<file path="src/rtl/patch_result_collector.sv">
// patch_result_collector: compacts enabled processor lanes into a counted valid/ready result stream
module patch_result_collector #(
   parameter int DW    = 8,
   parameter int CNT_W = 16
) (
   input  logic              clk,
   input  logic              rst,
   input  logic              in_valid,
   output logic              in_ready,
   input  logic [7:0]        p_en,
   input  logic [8*DW-1:0]   lane_data,
   input  logic [CNT_W-1:0]  total_patches,
   output logic              out_valid,
   input  logic              out_ready,
   output logic [DW-1:0]     out_data,
   output logic [2:0]        out_lane,
   output logic              out_last,
   output logic [CNT_W-1:0]  patch_count,
   output logic              done
);

   typedef enum logic [1:0] {EMPTY, DRAIN, DONE} state_t;

   state_t             state_q, state_d;
   logic [7:0]         mask_q, mask_d;
   logic [8*DW-1:0]    data_q, data_d;
   logic [CNT_W-1:0]   cnt_q, cnt_d;
   logic               done_q, done_d;
   logic [2:0]         lane;
   logic [7:0]         mask_rest;
   logic [CNT_W-1:0]   cnt_inc;
   logic               hs, complete, cap;

   // Priority search from the top so the lowest pending lane wins
   always_comb begin
      lane = '0;
      for (int i = 7; i >= 0; i--) if (mask_q[i]) lane = 3'(i);
   end

   assign mask_rest   = mask_q & ~(8'd1 << lane);
   assign cnt_inc     = cnt_q + CNT_W'(1);
   assign out_valid   = state_q == DRAIN;
   assign hs          = out_valid & out_ready;
   assign complete    = hs & (total_patches != '0) & (cnt_inc == total_patches);
   assign in_ready    = (state_q == EMPTY) | (hs & (mask_rest == '0) & ~complete);
   assign cap         = in_valid & in_ready;
   assign out_lane    = lane;
   assign out_last    = out_valid & (mask_rest == '0);
   assign out_data    = out_valid ? data_q[lane*DW +: DW] : '0;
   assign patch_count = cnt_q;
   assign done        = done_q;

   // Next state: completion discards the rest of the beat, else capture beats the drain step
   always_comb begin
      state_d = state_q;
      mask_d  = mask_q;
      data_d  = data_q;
      cnt_d   = hs ? cnt_inc : cnt_q;
      done_d  = done_q | complete;
      if (complete) begin
         state_d = DONE;
         mask_d  = '0;
      end else if (cap) begin
         mask_d  = p_en;
         data_d  = lane_data;
         state_d = (p_en != '0) ? DRAIN : EMPTY;
      end else if (hs) begin
         mask_d  = mask_rest;
         state_d = (mask_rest != '0) ? DRAIN : EMPTY;
      end
   end

   // State and holding registers
   always_ff @(posedge clk) begin
      if (rst) begin
         state_q <= EMPTY;
         mask_q  <= '0;
         data_q  <= '0;
         cnt_q   <= '0;
         done_q  <= 1'b0;
      end else begin
         state_q <= state_d;
         mask_q  <= mask_d;
         data_q  <= data_d;
         cnt_q   <= cnt_d;
         done_q  <= done_d;
      end
   end

endmodule

</file>
<file path="config.mk">
export PLATFORM = sky130hd
export DESIGN_NAME = patch_result_collector
export DESIGN_NICKNAME = d
export VERILOG_FILES = /design/src/rtl/patch_result_collector.sv
export SDC_FILE = /design/constraint.sdc
export NUM_CORES = 1
export LEC_CHECK = 0
export ABC_AREA = 0
export BUFFER_PORTS_ARGS = -buffer_cell sky130_fd_sc_hd__buf_2
export CELL_PAD_IN_SITES_DETAIL_PLACEMENT = 0
export CELL_PAD_IN_SITES_GLOBAL_PLACEMENT = 1
export CORE_ASPECT_RATIO = 2
export CORE_MARGIN = 3
export CORE_UTILIZATION = 40
export CTS_CLUSTER_SIZE = 16
export DETAILED_ROUTE_END_ITERATION = 10
export PLACE_DENSITY = 0.88
export SLEW_MARGIN = 20
export SYNTH_ARGS = -nofsm -noshare
export SYNTH_HDL_FRONTEND = slang
export SYNTH_SLANG_ARGS = --single-unit
</file>
<file path="constraint.sdc">
create_clock -name clk -period 3.8 [get_ports clk]
set_input_delay 0.38 -clock clk [delete_from_list [all_inputs] [get_ports clk]]
set_output_delay 0.38 -clock clk [all_outputs]
set_load 0.005 [all_outputs]
</file>
== After elaboration in Yosys (flattened, before gate mapping) ==
Index checks and enable logic that the tools add are counted.
Widths: inputs -> output; s select.
Cells by class
  add/sub/neg operators: 1
  multipliers: 0
  div/mod/pow operators: 0
  order comparisons: 0
  equality and inequality tests: 2
  shift-type cells: 2
  muxes and demuxes: 16
  bitwise operators: 12
  reductions and logical operators: 9
Operators with widths (count)
  $shiftx 64x7->8: 1
  $mux 3: 8
  $mux 8: 3
  $add 16x1->16 const B: 1
  $eq 16x16->1: 1
  $reduce_bool 16->1: 1
  $reduce_bool 8->1: 2
  $and 8x8->8: 1
  $logic_not 8->1: 1
  $not 8->8: 1
  $shl 1x3->8 const A: 1
  $and 1x1->1: 7
  $mux 2: 3
  $reduce_bool 3->1: 1
  $eq 2x1->1 const B: 1
  $logic_not 2->1: 1
  $mux 1: 2
  $or 1x1->1: 2
  $reduce_and 2->1: 1
  $reduce_bool 2->1: 1
  $reduce_or 2->1: 1
  $not 1->1: 1
Storage, ports and cells
  bits in registers: 91
  latch bits: 0
  bits in writable memories: 0
  bits in read-only memories: 0
  input port bits: 92
  output and inout bits: 31
  word-level logic and storage cells: 48
  memories: 0

== Logic depth before layout (Yosys ltp) ==
Gate-level depths: netlist of the first run.
  word-level depth: 18
  depth in mapped cells: 12

== Least setup slack after synthesis of the first run ==
OpenSTA, ideal clock, no wires.
  path kind: register -> output
  from: register mask_q[0]
  to: output port in_ready
  data arrival time: 2348 ps
  path slack: 1072 ps
  cell stages (with the launch flop): 10
  cell sequence: dfxtp_1 buf_2 or3_4 a211o_1 buf_2 nor3_1 a22oi_1 or4_1 or2_2 o22ai_1
Between the ends
  word-level cells in the longest chain between the ends: 8
RTL lines
  start, declared: line 25  | logic [7:0] mask_q, mask_d;
  start signal, assigned: line 83  | mask_q <= mask_d;
  $mux 3: line 37  | for (int i = 7; i >= 0; i--) if (mask_q[i]) lane = 3'(i);
  $shl 1x3->8: line 40  | assign mask_rest = mask_q & ~(8'd1 << lane);
  $not 8->8: line 40
  $and 8x8->8 *: line 40
  $logic_not 8->1 *: line 45  | assign in_ready = (state_q == EMPTY) | (hs & (mask_rest == '0) & ~complete);
  $and 1x1->1 * (2 in series): line 45
  $or 1x1->1 *: line 45
  end, declared: line 9  | output logic in_ready,
Mark *: on every way between the ends. The rest lies on a longest branch, timed or not.

== Worst setup path after layout of the first run ==
Same ends and word-level chain as after synthesis.

==> metrics, run 1 <==
Power Density=~400 mW/mm2; Worst-Margin Slew=around 0.74 ns; proportion of synthesized chip area in sequential cells=approximately a third; Primary FF master, synth=dfxtp_1; Synth warnings=0; Iter 0 DRT Violations=200; row count=approximately 60; RSZ-0062 raised after global routing=no; number of post-CTS setup repair buffers=0; Psw=slightly above 0.7 mW; Die Ht=169 um; Inst Count DP=roughly 850; switch share=29.3%; syn_area_per_cell=8.64 um2; Seq. cell area=0.00182 mm2; Crit. End Element=primary output; Die Span X=87.6 um; top post-synthesis cells by count=130 x nand2b_1, 91 x dfxtp_1, 74 x mux2i_1, 61 x nor2_1, 30 x clkbuf_1; largest net degree at the start of global routing=76; mapped cell area=0.00532 mm2; wire per inst=17.0 um; number of CTS-inserted buffers=9; setup tns final=0 ns; top post-synthesis cells by area=dfxtp_1 34%, nand2b_1 15%, mux2i_1 14%, nor2_1 4.3%, buf_12 3.0%; Pre-antenna DRT Iters=4; H-tree levels=3; Setup CP Type=flip-flop to primary output; cell with the most instances after synthesis=nand2b_1; vias per std cell=about 5.4; grt peak-use layer=met2; final core occ=a little under half; area leader, netlist=dfxtp_1; area of the multi-input gates=between 0.003 and 0.004 mm2; Post-DRT Antenna Nets=0; initial antenna violation count=0; Slew headroom=approximately 51%; Comb pwr share=a little over a fifth; Gate Count Post-Synth=just over 600; Initial Utilization=41.0%; Net Count, Synth=approximately 710; total power=roughly 2.5 mW; CTS Buffer Depth=2; Core ar.=approximately 0.013 mm2; Global Route met1 Usage=about a fifth; Fin. Hold Viols=0; Root Driver=clkbuf_16; IO Pins=about 120; clock transition at the registers of the reported paths=0.07 ns; clock skew=approximately 0.008 ns; final instance area=0.00619 mm2; Final period util=roughly nine tenths; Post-synth EDFFs=0; CP required=3.42 ns; PortBufs=approximately 120; status=finished clean; Vias=roughly 4,700; Final setup viols=0; non-filler cells, final=870; grt met3 use=between 2 and 3%; FMAX=slightly below 300 MHz; Leakage=between 2 and 3 nW; Layout Area Growth over Synthesis=16.4%; minimum clock period=between 3 and 4 ns; Ant. Diodes=0; share of the synthesized area in the top cell type=~34%; Async SR Flop Fraction=0%; CP max stage delay=around 0.47 ns; dpl hpwl=around 11,000 um; Sink Count=91; Cell Int Power=about 1.8 mW; unique cell type count in the Yosys netlist=between 50 and 60; die footprint=0.0148 mm2; crit-path cells=or3_4, a211o_1, nor3_1, a22oi_1, or4_1, or2_2, o22ai_1, buf_2; Max Cap Viol=0; CP arrival=3.05 ns; Critical Path Slowest Stage Cell=or4_1; Total Routed Length=between 10,000 and 15,000 um; Worst-Skew Late Latency=0.34 ns; routability congestion estimate=between 0.8 and 0.9; Overflow after GRT=0; Worst Hold Class=input pin to flip-flop; CTS tree=built; Placed Area=approximately 0.006 mm2; grt met2 use=between 30% and 40%; number of remaining DRC errors=0; Tot GR Track Use=roughly a fifth; Post-CTS Resized=0; pins over their slew limit=0; first-pass GRT wire length=~23,000 um; post-synthesis register bit count=91; Hold Buf Count CTS=0; CP Max Fanout=10; sequential fraction of design power=around 43%; # fillers=approximately 1,300; Startpoint Class=flip-flop; worst vdd ir=~0.00029 V; vias in the first global route=between 4,000 and 5,000; share of cells above drive strength 1=a little over a fifth; Final #Nets=around 800; clock network power share=35.4%
kinds of logic after synthesis:
family / after synthesis / share of synthesized area, %
adders and majority gates: 1 / 0.235
and+or+nand+nor: 288 / 29.9
muxes: 74 / 13.9
xor gates and xnor gates: 30 / 4.94
AOI/OAI and AO/OA: 76 / 10.2
DFF: 91 / 34.2
buffers and inverters: 56 / 6.58
flip-flops by register name, indices dropped and copies added (netlist names):
| name | cells |
|---|---|
| data_q | 64 |
| done | 1 |
| patch_count | 16 |
| state_q | 2 |
| mask_q | 8 |
per-layer routing:
layer | routed length [um] | part of all wire (%)
met5 | 0 | 0
met4 | 658 | 4.4
met3 | 662 | 4.5
met2 | 8040 | 54
met1 | 5450 | 37
power by group through the flow:
stage          registers [mW]  clock network, mW  logic (mW)
2_1_floorplan            1.06                  0       0.392
3_3_place_gp             1.08                  0       0.527
3_5_place_dp             1.08                  0       0.540
4_1_cts                  1.06              0.900       0.542
5_1_grt                  1.07              0.941       0.591
6_report                 1.06              0.880       0.541
area by class of cell:
type                    count  share of cell area (%)
repair buffers            130                    11.0
multi-input cells         469                    50.9
well taps                 152                    3.07
inverters                  12                   0.727
clock buffers              12                    4.30
flip-flops and latches     91                    29.4
clock inverters             4                   0.525
placed cells by master (no fill, tap or decap), types with 11 or more instances in the layout:
cell,n
nor2_1,61
dfxtp_1,91
mux2i_1,74
a21oi_1,16
xor2_1,17
nand2b_1,130
xnor2_1,13
inv_1,11
buf_2,122
nand2_1,22
nor4_1,25
o22ai_1,18
critical path, delay by kind of cell, from the launching register on:
family | cells | cell delay, ns
buf+inv | 1 | 0.15
compound gates | 3 | 0.72
flops | 1 | 0.40
simple gates | 4 | 1.44
final timing paths:
path | from | to | slack [ns] | depth (start not counted)
min reg2reg | data_q[18]$_SDFFE_PP0P_ | data_q[18]$_SDFFE_PP0P_ | 0.47 | 2
min | lane_data[12] | data_q[12]$_SDFFE_PP0P_ | 0.29 | 3
max | mask_q[0]$_SDFFE_PP0P_ | in_ready | 0.37 | 8
max reg2reg | mask_q[0]$_SDFFE_PP0P_ | data_q[7]$_SDFFE_PP0P_ | 0.59 | 9
stage by stage:
step / setup WS (ns) / hold WS (ns)
2_1_floorplan: 1.07 / 0.449
3_3_place_gp: 0.712 / 0.459
3_5_place_dp: 0.639 / 0.461
4_1_cts: 0.386 / 0.285
5_1_grt: 0.196 / 0.293
6_report: 0.372 / 0.293
Note: power is estimated with default switching activity, not from simulation.
==> inputs of run 2 (changes only) <==
--- a/config.mk
+++ b/config.mk
@@ -15,6 +15,8 @@
 export CTS_CLUSTER_SIZE = 16
 export DETAILED_ROUTE_END_ITERATION = 10
 export PLACE_DENSITY = 0.88
+export REMOVE_ABC_BUFFERS = 1
+export SETUP_SLACK_MARGIN = 0.5
 export SLEW_MARGIN = 20
 export SYNTH_ARGS = -nofsm -noshare
 export SYNTH_HDL_FRONTEND = slang
==> run 2 against run 1 <==
  * Sequential share of layout area down 0.58 points
  * Largest power group unchanged
  * Largest cell class unchanged
  * Highest routed layer unchanged
  * Routed wire length grew 0.64%
  * Final cell count grew 1.0%
  * Sequential power is essentially flat
==> metrics, run 2 (synthesis gave the netlist of run 1 again) <==
status=finished clean; Cell Int Power=1.81 mW (+3.3%); Root Driver=clkbuf_16; FMAX=317 MHz (+8.5%); Final #Nets=815 (+1.1%); Fin. Hold Viols=0 (unchanged); Initial Utilization=41.0% (unchanged); Crit. End Element=primary output; CP Buf/Inv Count=2 (+1); Slew headroom=35.0% (-16 points); Reg2Reg Depth=8 (-1); CP max stage delay=0.58 ns (+0.11 ns); Pre-antenna DRT Iters=4 (unchanged); setup tns final=0 ns (unchanged); most flop-heavy register=data_q; pins over their slew limit=0 (unchanged); Core ar.=0.0130 mm2 (unchanged); share of cells above drive strength 1=23.2% (+1.8 points); Critical Path Slowest Stage Cell=a2111oi_4; Iter 0 DRT Violations=205 (+2.5%); Leakage=2.68 nW (+2.4%); number of remaining DRC errors=0 (unchanged); Power Density=407 mW/mm2 (+1.5%); Crit Reg-Reg Startpoint=patch_count[5]$_SDFFE_PP0P_; Worst-Margin Slew=0.972 ns (+0.237 ns); reg2reg setup slack=0.69 ns (+0.10 ns); Final setup viols=0 (unchanged); Tot GR Track Use=19.7% (-0.28 points); vias per std cell=5.40 (-0.56%); dpl hpwl=10,800 um (-3.0%); minimum clock period=3.16 ns (-0.269 ns); CP Max Fanout=6 (-4); worst setup path start=patch_count[0]$_SDFFE_PP0P_; final instance area=0.00632 mm2 (+2.0%); clock skew=0.00717 ns (-0.000854 ns); initial antenna violation count=0 (unchanged); most frequent cells in the layout=129 x nand2b_1, 121 x buf_2, 91 x dfxtp_1; row count=59 (unchanged); Overflow after GRT=0 (unchanged); Startpoint Class=flip-flop; setup ws final=0.641 ns (+0.269 ns); die footprint=0.0148 mm2 (unchanged); H-tree levels=3 (unchanged); PortBufs=122 (unchanged); crit-path cells=ha_1, nand3_1, nor4_1, xor2_1, a2111oi_4, nand2_1, inv_1, o22ai_2, buf_2; Worst-Skew Late Latency=0.34 ns (about the same); Max Cap Viol=0 (unchanged); largest net degree at the start of global routing=84 (+11%); Final period util=83.1% (-7.1 points); CTS tree=built; Placed Area=0.00591 mm2 (+0.28%); number of CTS-inserted buffers=9 (unchanged); Comb pwr share=21.8% (about the same); Ant. Diodes=0 (unchanged); Seq. cell area=0.00182 mm2 (unchanged); clock transition at the registers of the reported paths=0.07 ns (about the same); CP required=3.42 ns (about the same); area of the multi-input gates=0.00320 mm2 (+1.4%); CTS Buffer Depth=2 (unchanged); non-filler cells, final=879 (+1.0%); Total Routed Length=14,900 um (+0.64%); Inst Count DP=855 (+0.12%); Worst path depth=9 (+1); vias in the first global route=4,772 (-0.13%); CP delay by family, top=simple AND/OR/NAND/NOR gates; CP endpoint=in_ready; Hold Buf Count CTS=0 (unchanged); RSZ-0062 raised after global routing=no; reg2reg end=data_q[45]$_SDFFE_PP0P_; Worst Hold Class=input pin to flip-flop; clock network power share=37.0% (+1.6 points); pre-CTS setup slack=0.556 ns (-0.0828 ns); worst vdd ir=0.000284 V (-0.63%); max FFs per register=64 (unchanged); routability congestion estimate=0.939 (+5.6%); CP arrival=2.78 ns (-0.27 ns); wire per inst=16.9 um (-0.39%); sequential fraction of design power=41.1% (-1.7 points); Sink Count=91 (unchanged); switch share=29.4% (+0.15 points); Vias=4,748 (+0.47%); most frequent standard cell in the layout excluding fill and tap cells=nand2b_1; Die Span X=87.6 um (unchanged); IO Pins=123 (unchanged); # fillers=1,269 (-0.78%); Post-DRT Antenna Nets=0 (unchanged); Die Ht=169 um (unchanged); Layout Area Growth over Synthesis=18.8%; first-pass GRT wire length=22,900 um (-0.75%); Setup CP Type=flip-flop to primary output; Worst Hold Depth=3 (unchanged); Psw=0.757 mW (+4.1%)
[run 2: cell count changes in the layout (fill, tap and decap cells not counted), sizes merged]
cell      delta
buf          +8
bufinv       +1
clkbuf       -2
clkinvlp     -2
inv          +3
o21a         +1
[run 2: through the flow]
| stage | total power, mW | utilization [%] | hold slack [ns] |
|---|---|---|---|
| 5_1_grt | 2.69 | 48.6 | 0.286 |
| 2_1_floorplan | 1.41 | - | 0.448 |
| 3_3_place_gp | 1.61 | 45.5 | 0.459 |
| 6_report | 2.57 | 48.6 | 0.288 |
| 3_5_place_dp | 1.62 | 45.5 | 0.464 |
| 4_1_cts | 2.57 | 47.9 | 0.278 |
[run 2: layout make-up]
class / instances / area share (%)
Timing Repair Buffer: 138 / 11.8
Clock inverter: 6 / 1.25
Tap cell: 152 / 3.01
Sequential cell: 91 / 28.8
Multi-Input combinational cell: 470 / 50.6
Clock buffer: 10 / 3.78
Inverter: 12 / 0.713
[run 2: repair_timing]
action                     4_1_cts  5_1_grt
resized for setup                0        7
setup endpoints to repair        0       47
hold endpoints to repair         0        0
setup buffers                    0        7
[run 2: power groups by stage]
stage	combinational (mW)	clock (mW)	sequential [mW]
finish	0.561	0.952	1.06
global route	0.617	1.01	1.07
CTS	0.546	0.972	1.06
detailed placement	0.544	0	1.08
global placement	0.538	0	1.08
floorplan	0.339	0	1.07
[run 2: worst reg2reg max path, stage by stage (launching register included)]
cell and delay [ns]:
dfxtp_1 0.48, nand4_1 0.28, o31ai_1 0.41, a211oi_1 0.13
nor3b_1 0.40, a2111oi_4 0.13, a211oi_2 0.37, o21a_2 0.59
mux2i_1 0.26
[run 2: worst min-delay path by stage]
stage / end / slack, ns / start
global placement: data_q[57]$_SDFFE_PP0P_ / 0.46 / data_q[57]$_SDFFE_PP0P_
detailed placement: data_q[19]$_SDFFE_PP0P_ / 0.46 / data_q[19]$_SDFFE_PP0P_
finish: data_q[8]$_SDFFE_PP0P_ / 0.29 / lane_data[8]
CTS: data_q[9]$_SDFFE_PP0P_ / 0.28 / lane_data[9]
global route: data_q[9]$_SDFFE_PP0P_ / 0.29 / lane_data[9]
floorplan: data_q[16]$_SDFFE_PP0P_ / 0.45 / data_q[16]$_SDFFE_PP0P_
[run 2: routing by layer]
metal | vias to the layer above | share of wire, % | global-route usage, %
li1 | 2342 | - | -
met5 | - | 0 | 0
met1 | 2201 | 37 | 20.9
met2 | 162 | 54 | 35.5
met3 | 43 | 4.6 | 2.53
met4 | 0 | 4.5 | 12.4
==> inputs of run 3 (changes only) <==
--- a/config.mk
+++ b/config.mk
@@ -11,10 +11,10 @@
 export CELL_PAD_IN_SITES_GLOBAL_PLACEMENT = 1
 export CORE_ASPECT_RATIO = 2
 export CORE_MARGIN = 3
-export CORE_UTILIZATION = 40
+export CORE_UTILIZATION = 36
 export CTS_CLUSTER_SIZE = 16
 export DETAILED_ROUTE_END_ITERATION = 10
-export PLACE_DENSITY = 0.88
+export PLACE_DENSITY = 0.84
 export REMOVE_ABC_BUFFERS = 1
 export SETUP_SLACK_MARGIN = 0.5
 export SLEW_MARGIN = 20
==> constraint.sdc (replaced) <==
create_clock -name clk -period 2.9 [get_ports clk]
set_input_delay 0.29 -clock clk [delete_from_list [all_inputs] [get_ports clk]]
set_output_delay 0.29 -clock clk [all_outputs]
set_load 0.005 [all_outputs]
==> run 3 against run 2 <==
  * The flow now finishes with violations (negative setup slack)
  * Count of clock-buffer cells in the layout is the same
  * Non-clock buffer count is 84 higher
  * Largest power group unchanged
  * Largest cell class unchanged
  * Die area increased by 11%
  * Total power grew 47%
  * Setup slack got worse by 0.64 ns
  * Sequential power up 31%
  * Worst hold slack got worse by 0.085 ns
==> metrics, run 3 (synthesis gave the netlist of run 1 again) <==
Vias=5,104 (+7.5%); most frequent standard cell in the layout excluding fill and tap cells=nand2b_1; Tot GR Track Use=20.4% (+0.69 points); CP required=2.61 ns (-0.81 ns); Min Hold Slack=0.203 ns (-0.0845 ns); Worst-Margin Slew=0.646 ns (-0.326 ns); Startpoint Class=flip-flop; Setup CP Type=flip-flop to primary output; IO Pins=123 (unchanged); Worst-Skew Late Latency=0.34 ns (about the same); H-tree levels=3 (unchanged); Inst Count DP=927 (+8.4%); vias in the first global route=5,090 (+6.7%); share of cells above drive strength 1=40.7% (+17 points); setup ws final=-0.000385 ns (-0.642 ns); Slew headroom=56.9% (+22 points); Sink Count=91 (unchanged); max FFs per register=64 (unchanged); total power=3.77 mW (+47%); non-filler cells, final=1,002 (+14%); Root Driver=clkbuf_16; RSZ-0062 raised after global routing=yes; die footprint=0.0164 mm2 (+11%); Pre-antenna DRT Iters=4 (unchanged); FMAX=345 MHz; clock skew=0.0124 ns (+0.00522 ns); most frequent cells in the layout=128 x nand2b_1, 120 x buf_2, 76 x dfxtp_1; final instance area=0.00783 mm2 (+24%); routability congestion estimate=0.884 (-5.8%); PortBufs=122 (unchanged); number of remaining DRC errors=0 (unchanged); Power Density=481 mW/mm2 (+18%); pins over their slew limit=0 (unchanged); number of CTS-inserted buffers=9 (unchanged); Final setup viols=1 (+1); Post-DRT Antenna Nets=0 (unchanged); Max Cap Viol=0 (unchanged); violated checks=negative setup slack; setup tns final=-0.000385 ns (-0.000385 ns); clock transition at the registers of the reported paths=0.07 ns (about the same); CTS Buffer Depth=2 (unchanged); Initial Utilization=36.9% (-4.1 points); Die Span X=92.0 um (+5.0%); Worst Hold Class=input pin to flip-flop; most flop-heavy register=data_q; pre-CTS setup slack=0.0203 ns (-0.535 ns); wire per inst=16.9 um (about the same); Final #Nets=899 (+10%); Crit. End Element=primary output; Overflow after GRT=0 (unchanged); Die Ht=178 um (+5.2%); largest net degree at the start of global routing=85 (+1.2%); Placed Area=0.00624 mm2 (+5.5%); Fin. Hold Viols=0 (unchanged); dpl hpwl=10,900 um (+0.36%); status=complete, but fails checks; Leakage=3.31 nW (+23%); first-pass GRT wire length=26,200 um (+14%); CP arrival=2.61 ns (-0.17 ns); Final period util=100%; minimum clock period=between 2 and 3 ns; vias per std cell=5.09 (-5.7%); row count=62 (+5.1%); Ant. Diodes=0 (unchanged); Iter 0 DRT Violations=225 (+9.8%); CTS tree=built; Total Routed Length=17,000 um (+14%); Hold Buf Count CTS=0 (unchanged); Core ar.=0.0144 mm2 (+11%); initial antenna violation count=0 (unchanged); Layout Area Growth over Synthesis=47.2%; CP Max Fanout=3 (-3); worst vdd ir=0.000276 V (-2.9%); final core occ=54.3% (+5.6 points)
==> run 3: cell types whose count changed in the layout (fill, tap and decap cells not counted), sizes merged <==
| cell | previous run | this run |
|---|---|---|
| inv | 15 | 12 |
| bufinv | 1 | 0 |
| clkinv | 2 | 3 |
| clkinvlp | 0 | 2 |
| clkbuf | 10 | 12 |
| buf | 138 | 220 |
==> run 3: what timing repair did <==
action                                  in CTS  in global routing
resized for setup                          105                 44
endpoints found under the setup margin      83                 84
setup buffers                               36                 11
pin swaps                                   34                 21
cloned                                      11                  2
==> run 3: layout make-up <==
type                       instances  area [um2]
sequential                        91        1850
inverter                          12        50.0
multi-input combinational        470        3620
clock buffer                      10         239
fill                            1359        6600
clock inverter                     5        37.5
timing repair buffer             222        1800
tap                              192         240
==> run 3: layer usage <==
layer	vias to the layer above	GRT usage, %	wire (um)
li1	2512	-	-
met1	2409	22.2	6350
met2	157	39.3	9350
met3	26	3.05	802
met4	0	6.95	462
met5	-	0	0
==> run 3: worst paths after layout <==
| check | endpoint | slack, ns | from | cells after the start |
|---|---|---|---|---|
| worst max register to register | data_q[41]$_SDFFE_PP0P_ | 0.03 | patch_count[1]$_SDFFE_PP0P_ | 15 |
| worst min-delay path | mask_q[1]$_SDFFE_PP0P_ | 0.20 | p_en[1] | 3 |
| worst min register to register | data_q[18]$_SDFFE_PP0P_ | 0.47 | data_q[18]$_SDFFE_PP0P_ | 2 |
| worst max-delay path | in_ready | -0.0004 | mask_q[0]$_SDFFE_PP0P_ | 8 |
==> run 3: report_power, final <==
part / switching [mW] / internal [mW]
logic: 0.592 / 0.686
registers: 0.0589 / 1.33
clock network: 0.498 / 0.603
==> run 3: critical path, stage by stage (launching register included) <==
cell and delay [ns]:
dfxtp_2 0.32, or3_4 0.38, a211o_1 0.27, nor3_2 0.21
a22oi_2 0.10, or4_4 0.46, or2_4 0.26, o22ai_2 0.12
buf_2 0.14
